==> src/rtl/univ_shift_reg.sv <==
// univ_shift_reg: WIDTH-bit register with hold, load, shift right/left and rotate right.
//   clk, reset (sync, active-high), enable, mode (00 LOAD, 01 SHR, 10 SHL, 11 ROTR),
//   d (parallel data), ser_in_msb/ser_in_lsb (serial inputs) ->
//   q, q_not, ser_out_lsb, ser_out_msb, shift_cnt (saturating), done (one-cycle pulse)
module univ_shift_reg #(
  parameter int WIDTH = 8,
  parameter logic [WIDTH-1:0] RESET_VALUE = '0,
  localparam int CNT_W = $clog2(WIDTH+1)
) (
  input  logic             clk,
  input  logic             reset,
  input  logic             enable,
  input  logic [1:0]       mode,
  input  logic [WIDTH-1:0] d,
  input  logic             ser_in_msb,
  input  logic             ser_in_lsb,
  output logic [WIDTH-1:0] q,
  output logic [WIDTH-1:0] q_not,
  output logic             ser_out_lsb,
  output logic             ser_out_msb,
  output logic [CNT_W-1:0] shift_cnt,
  output logic             done
);
  logic [WIDTH-1:0] reg_q, reg_d;
  logic [CNT_W-1:0] cnt_q, cnt_d;
  logic             done_q, done_d;
  logic             shift;
  assign shift = enable && (mode != 2'b00);
  // Shifts are formed on a WIDTH+1 vector and truncated so WIDTH=1 needs no special case.
  always_comb begin
    reg_d  = !enable        ? reg_q :
             mode == 2'b00  ? d :
             mode == 2'b01  ? WIDTH'({ser_in_msb, reg_q} >> 1) :
             mode == 2'b10  ? WIDTH'({reg_q, ser_in_lsb}) :
                              WIDTH'({reg_q[0], reg_q} >> 1);
    cnt_d  = (enable && mode == 2'b00)           ? '0 :
             (shift && cnt_q != CNT_W'(WIDTH))  ? cnt_q + CNT_W'(1) : cnt_q;
    done_d = shift && (cnt_q == CNT_W'(WIDTH-1));
  end
  always_ff @(posedge clk) begin
    if (reset) begin
      reg_q  <= RESET_VALUE;
      cnt_q  <= '0;
      done_q <= 1'b0;
    end else begin
      reg_q  <= reg_d;
      cnt_q  <= cnt_d;
      done_q <= done_d;
    end
  end
  assign q           = reg_q;
  assign q_not       = ~reg_q;
  assign ser_out_lsb = reg_q[0];
  assign ser_out_msb = reg_q[WIDTH-1];
  assign shift_cnt   = cnt_q;
  assign done        = done_q;
endmodule

==> config.mk <==
export PLATFORM = sky130hd
export DESIGN_NAME = univ_shift_reg
export DESIGN_NICKNAME = d
export VERILOG_FILES = /design/src/rtl/univ_shift_reg.sv
export SDC_FILE = /design/constraint.sdc
export NUM_CORES = 1
export LEC_CHECK = 0
export ABC_AREA = 1
export ABC_CLOCK_PERIOD_IN_PS = 2900
export CAP_MARGIN = 20
export CELL_PAD_IN_SITES_DETAIL_PLACEMENT = 0
export CELL_PAD_IN_SITES_GLOBAL_PLACEMENT = 2
export CORE_AREA = 4 4 69 65
export CTS_CLUSTER_SIZE = 30
export DETAILED_ROUTE_END_ITERATION = 6
export DIE_AREA = 0 0 73 69
export GPL_TIMING_DRIVEN = 0
export PLACE_DENSITY_LB_ADDON = 0.05
export SYNTH_ARGS = -nofsm -noshare
export SYNTH_HDL_FRONTEND = slang
export SYNTH_SLANG_ARGS = --single-unit
export TNS_END_PERCENT = 50
==> constraint.sdc <==
create_clock -name clk -period 2.9 [get_ports clk]
set_input_delay 0.58 -clock clk [delete_from_list [all_inputs] [get_ports clk]]
set_output_delay 0.58 -clock clk [all_outputs]
set_load 0.02 [all_outputs]
=== After elaboration in Yosys (flattened, before gate mapping) ===
Cells that the tools add are included.

* Flip-flop bits (word level): 13

* $add $sub $neg: 1
* Bitwise operators: 1
* Reduce and logical (&&, ||, !) cells: 7
* Equal/unequal tests: 4
* Muxes and demuxes: 3

{| class="wikitable"
|+ Operators by type and width
! operator !! count
|-
| $mux 8 || 3
|-
| $not 8->8 || 1
|-
| $add 4x1->4 const B || 1
|-
| $eq 4x3->1 const B || 1
|-
| $logic_and 1x1->1 || 4
|-
| $ne 4x4->1 const B || 1
|-
| $eq 2x1->1 const B || 1
|-
| $eq 2x2->1 const B || 1
|-
| $logic_not 2->1 || 1
|-
| $reduce_bool 2->1 || 1
|-
| $reduce_or 2->1 || 1
|}

=== Longest topological paths before layout ===
* Depth in word-level cells: 4
* Depth in mapped cells: 7

=== Least setup slack after synthesis ===
Ideal clock, no wire load.

* Path kind: in2reg
* Start: input enable
* End: register cnt_q[0], in the netlist shift_cnt[0]
* Arrival: 1,153 ps
* Stages on the path: 7
* Library setup time: 117 ps
* Slack: 1,631 ps
* Cells stage by stage: buf_4 inv_2 nor2_4 nand2_4 clkinv_2 nand2_1 a21oi_1

* Word-level cells in the longest chain between the ends: 2
* Elaborated cells on any way between the ends: 4
* Those cells by class: reduce/logical: 4

{| class="wikitable"
|+ Ends and longest elaborated chain
! element !! RTL line !! text
|-
| start, declared || 12 || <nowiki>input logic enable,</nowiki>
|-
| $logic_and 1x1->1, on equally long branches || 36, 28 ||
|-
| $reduce_or 2->1 (no source line) or $logic_and 1x1->1 (tied branches) || n/a ||
|-
| end signal, assigned || 47 || <nowiki>cnt_q <= cnt_d;</nowiki>
|-
| end, declared || 25 || <nowiki>logic [CNT_W-1:0] cnt_q, cnt_d;</nowiki>
|}

Parallel ways exist; a longest one is shown, timed or not.
A chain may end at the register's enable or synchronous reset.

=== Worst setup path in the final report ===
* Start: register cnt_q[2], in the netlist shift_cnt[2]
* End: output shift_cnt[2]

{| class="wikitable"
|+ RTL lines
! element !! RTL line !! text
|-
| end, declared || 21 || <nowiki>output logic [CNT_W-1:0] shift_cnt,</nowiki>
|}

No word-level cell between the ends.

==> flow_summary.json <==
{
  "grt_antenna_before_repair": 0,
  "ff2ff_path_depth": 7,
  "cp-end-kind": "primary output",
  "h-tree-depth": 1,
  "dr.first_iter.drc_count": 20,
  "synth_xor_area_share_pct": 1.153,
  "chip_width_um": 73,
  "syn_nets": 131,
  "fin_nets": 171,
  "synth.cell_area_um2": 759.5,
  "area.growth.synth_to_final_pct": 59.80,
  "rsz_0062_raised_after_global_routing": "no",
  "worstSetupPathType": "reg2out",
  "placed_cell_area_um2": 1167,
  "final-hold-violation-count": 0,
  "timing_worst_slew_pin_value_ns": 0.5072,
  "drt.antenna.violating_nets": 0,
  "max_cap_viol_count": 0,
  "syn-instance-count": 114,
  "layout_commonest_cell": "clkdlybuf4s50_1",
  "finish.utilization_pct": 32.76,
  "critical_path_depth": 1,
  "outcome": "completed",
  "critical-path-slowest-cell": "clkdlybuf4s50_1",
  "grt.overflow.total": 0,
  "mostFrequentLayoutCells": "clkdlybuf4s50_1 (35), nand2_1 (28), inv_1 (20)",
  "vdd_ir_drop_max_v": 0.0001797,
  "wire_per_inst_um": 12.30,
  "die_area_um2": 5037,
  "insertedDiodeCount": 0,
  "sequential_share_of_the_synthesized_area_pct": 34.27,
  "worstSkewPairLatency_ns": 0.25,
  "timing.final.crit_period_ns": 1.938,
  "vias_in_the_first_global_route": 818,
  "track_usage_pct": 10.42,
  "gp_congestion": 0.7353,
  "cts-hold-fix-buffers": 0,
  "critical_path_arrival_ns": 1.36,
  "floorplan.initialDensity_pct": 20.50,
  "period_share_pct": 66.83,
  "synth_mux_area_share_pct": 0,
  "worst-path-max-fanout": 7,
  "route.final.wire_length_um": 2448,
  "synth-seq-cells": 13,
  "setup_viol": 0,
  "timing.critical_path.max_delay_family": "buffers and inverters",
  "main_combinational_cell_family_by_area_after_synthesis": "simple AND/OR/NAND/NOR gates",
  "drt_drc_violations_left": 0,
  "io_buffer_count": 35,
  "post_route_cells_drive_above_1_share_pct": 9.150,
  "achievable-frequency_ghz": 0.5160,
  "cp_cell_sequence": "clkdlybuf4s50_1",
  "ys.warnings.count": 0,
  "cts.clk_slew.worst_paths_ns": 0.06,
  "synth_compound_area_share_pct": 20.10,
  "number_of_cells_traversed_by_the_worst_hold_path": 2,
  "finalInstanceArea_um2": 1214,
  "syn_area_per_cell_um2": 6.662,
  "detailed_place_hpwl_um": 1839,
  "synth_fa_ha_area_share_pct": 3.295,
  "hold-worst-slack_ns": 0.5181,
  "yosys.area_share.simple_pct": 25.70,
  "postCtsResizedCells": 0,
  "crit_path_start_kind": "register",
  "worst_slew_margin_pct": 66.18,
  "global_route_wire_length_before_repair_um": 4077,
  "slew_violations": 0,
  "cts_inserted_buffers": 3,
  "design.core.area_um2": 3705,
  "rows": 21,
  "synthDistinctLibCells": 22,
  "cts_tree": "done",
  "cts-root-to-sink-buffers": 2,
  "num_vias": 841,
  "critPathRequiredTime_ns": 2.32,
  "cp_num_buf_inv": 1,
  "timing.critical_path.slowest_cell_delay_ns": 0.66,
  "die-height_um": 69,
  "static-leakage-power_nw": 0.5326,
  "clock_skew_ns": 0.004483,
  "drt_first_pass_iters": 6,
  "power_density_nw_per_um2": 418.9,
  "grt_start_max_net_pins": 11,
  "root_buffer": "clkbuf_8",
  "cts.sink_count": 13,
  "postCtsSetupRepairBufs": 0,
  "min-delay-path-class": "reg2reg",
  "routed_via_density": 4.226,
  "top_ports": 38,
  "fin_tns_setup_ns": 0
}
[cell usage after synthesis]
master | instances | area [um^2]
nand2_1 | 28 | 105.1
inv_1 | 20 | 75.07
a21oi_1 | 13 | 65.06
dfxtp_1 | 13 | 260.3
nand3_1 | 6 | 30.03
o21ai_1 | 6 | 30.03
o22ai_1 | 6 | 37.54
buf_4 | 3 | 22.52
ha_1 | 2 | 25.02
inv_2 | 2 | 7.510
nand4_1 | 2 | 12.51
nor2_1 | 2 | 7.510
nor2_4 | 2 | 22.52
a21o_1 | 1 | 7.510
buf_1 | 1 | 3.750
clkinv_1 | 1 | 3.750
clkinv_2 | 1 | 5.000
nand2_2 | 1 | 6.260
nand2_4 | 1 | 11.26
o211ai_1 | 1 | 7.510
o21ai_0 | 1 | 5.000
xor2_1 | 1 | 8.760
[per-layer routing]
layer  share of wire [%]  GRT usage [%]  vias up
met4                 1.5          4.303        0
met5                   0              0        -
met1                  54          16.36      368
li1                    -              -      440
met2                  37          13.01       29
met3                 7.2          2.471        4
[registers in the layout (all words and copies together) (netlist names)]
| name | count |
|---|---|
| shift_cnt | 4 |
| done | 1 |
| q | 8 |
[cell families (layout without fill, tap and decap cells)]
| logic type | count (synthesis) | in the layout |
|---|---|---|
| buffers and inverters | 28 | 67 |
| AND/OR/NAND/NOR | 42 | 42 |
| AO/OA/AOI/OAI | 28 | 28 |
| XOR/XNOR | 1 | 1 |
| adder cells (fa/ha/maj) | 2 | 2 |
| flip-flops | 13 | 13 |
[power breakdown]
part,internal [mW],switching [mW]
clock,0.0951,0.0746
sequential,0.188,0.00750
combinational,0.0666,0.0763
total,0.350,0.158
[cell type report]
| type | count | area (um^2) |
|---|---|---|
| fill | 426 | 2491 |
| inverter | 24 | 91.34 |
| multi-input combinational | 73 | 381.6 |
| sequential | 13 | 260.3 |
| buffer | 4 | 26.28 |
| clock inverter | 1 | 5.005 |
| tap | 46 | 57.56 |
| clock buffer | 3 | 41.29 |
| timing repair buffer | 35 | 350.3 |
[path summary, 6_finish.rpt]
| path | startpoint | end | slack, ns |
|---|---|---|---|
| setup / recovery | shift_cnt[2] | shift_cnt[2] | 0.96 |
| hold / removal | shift_cnt[3] | shift_cnt[3] | 0.52 |
| setup reg to reg | shift_cnt[0] | shift_cnt[3] | 1.69 |
| hold reg to reg | shift_cnt[3] | shift_cnt[3] | 0.52 |
[per-stage QoR]
step	setup WS [ns]	instances	power (mW)
2_1_floorplan	1.631	114	0.2734
3_3_place_gp	0.8943	195	0.3442
3_5_place_dp	0.9125	195	0.3442
4_1_cts	0.9564	199	0.5186
5_1_grt	0.9090	199	0.5385
6_report	0.9619	199	0.5083
Note: power is estimated with default switching activity, not from simulation.
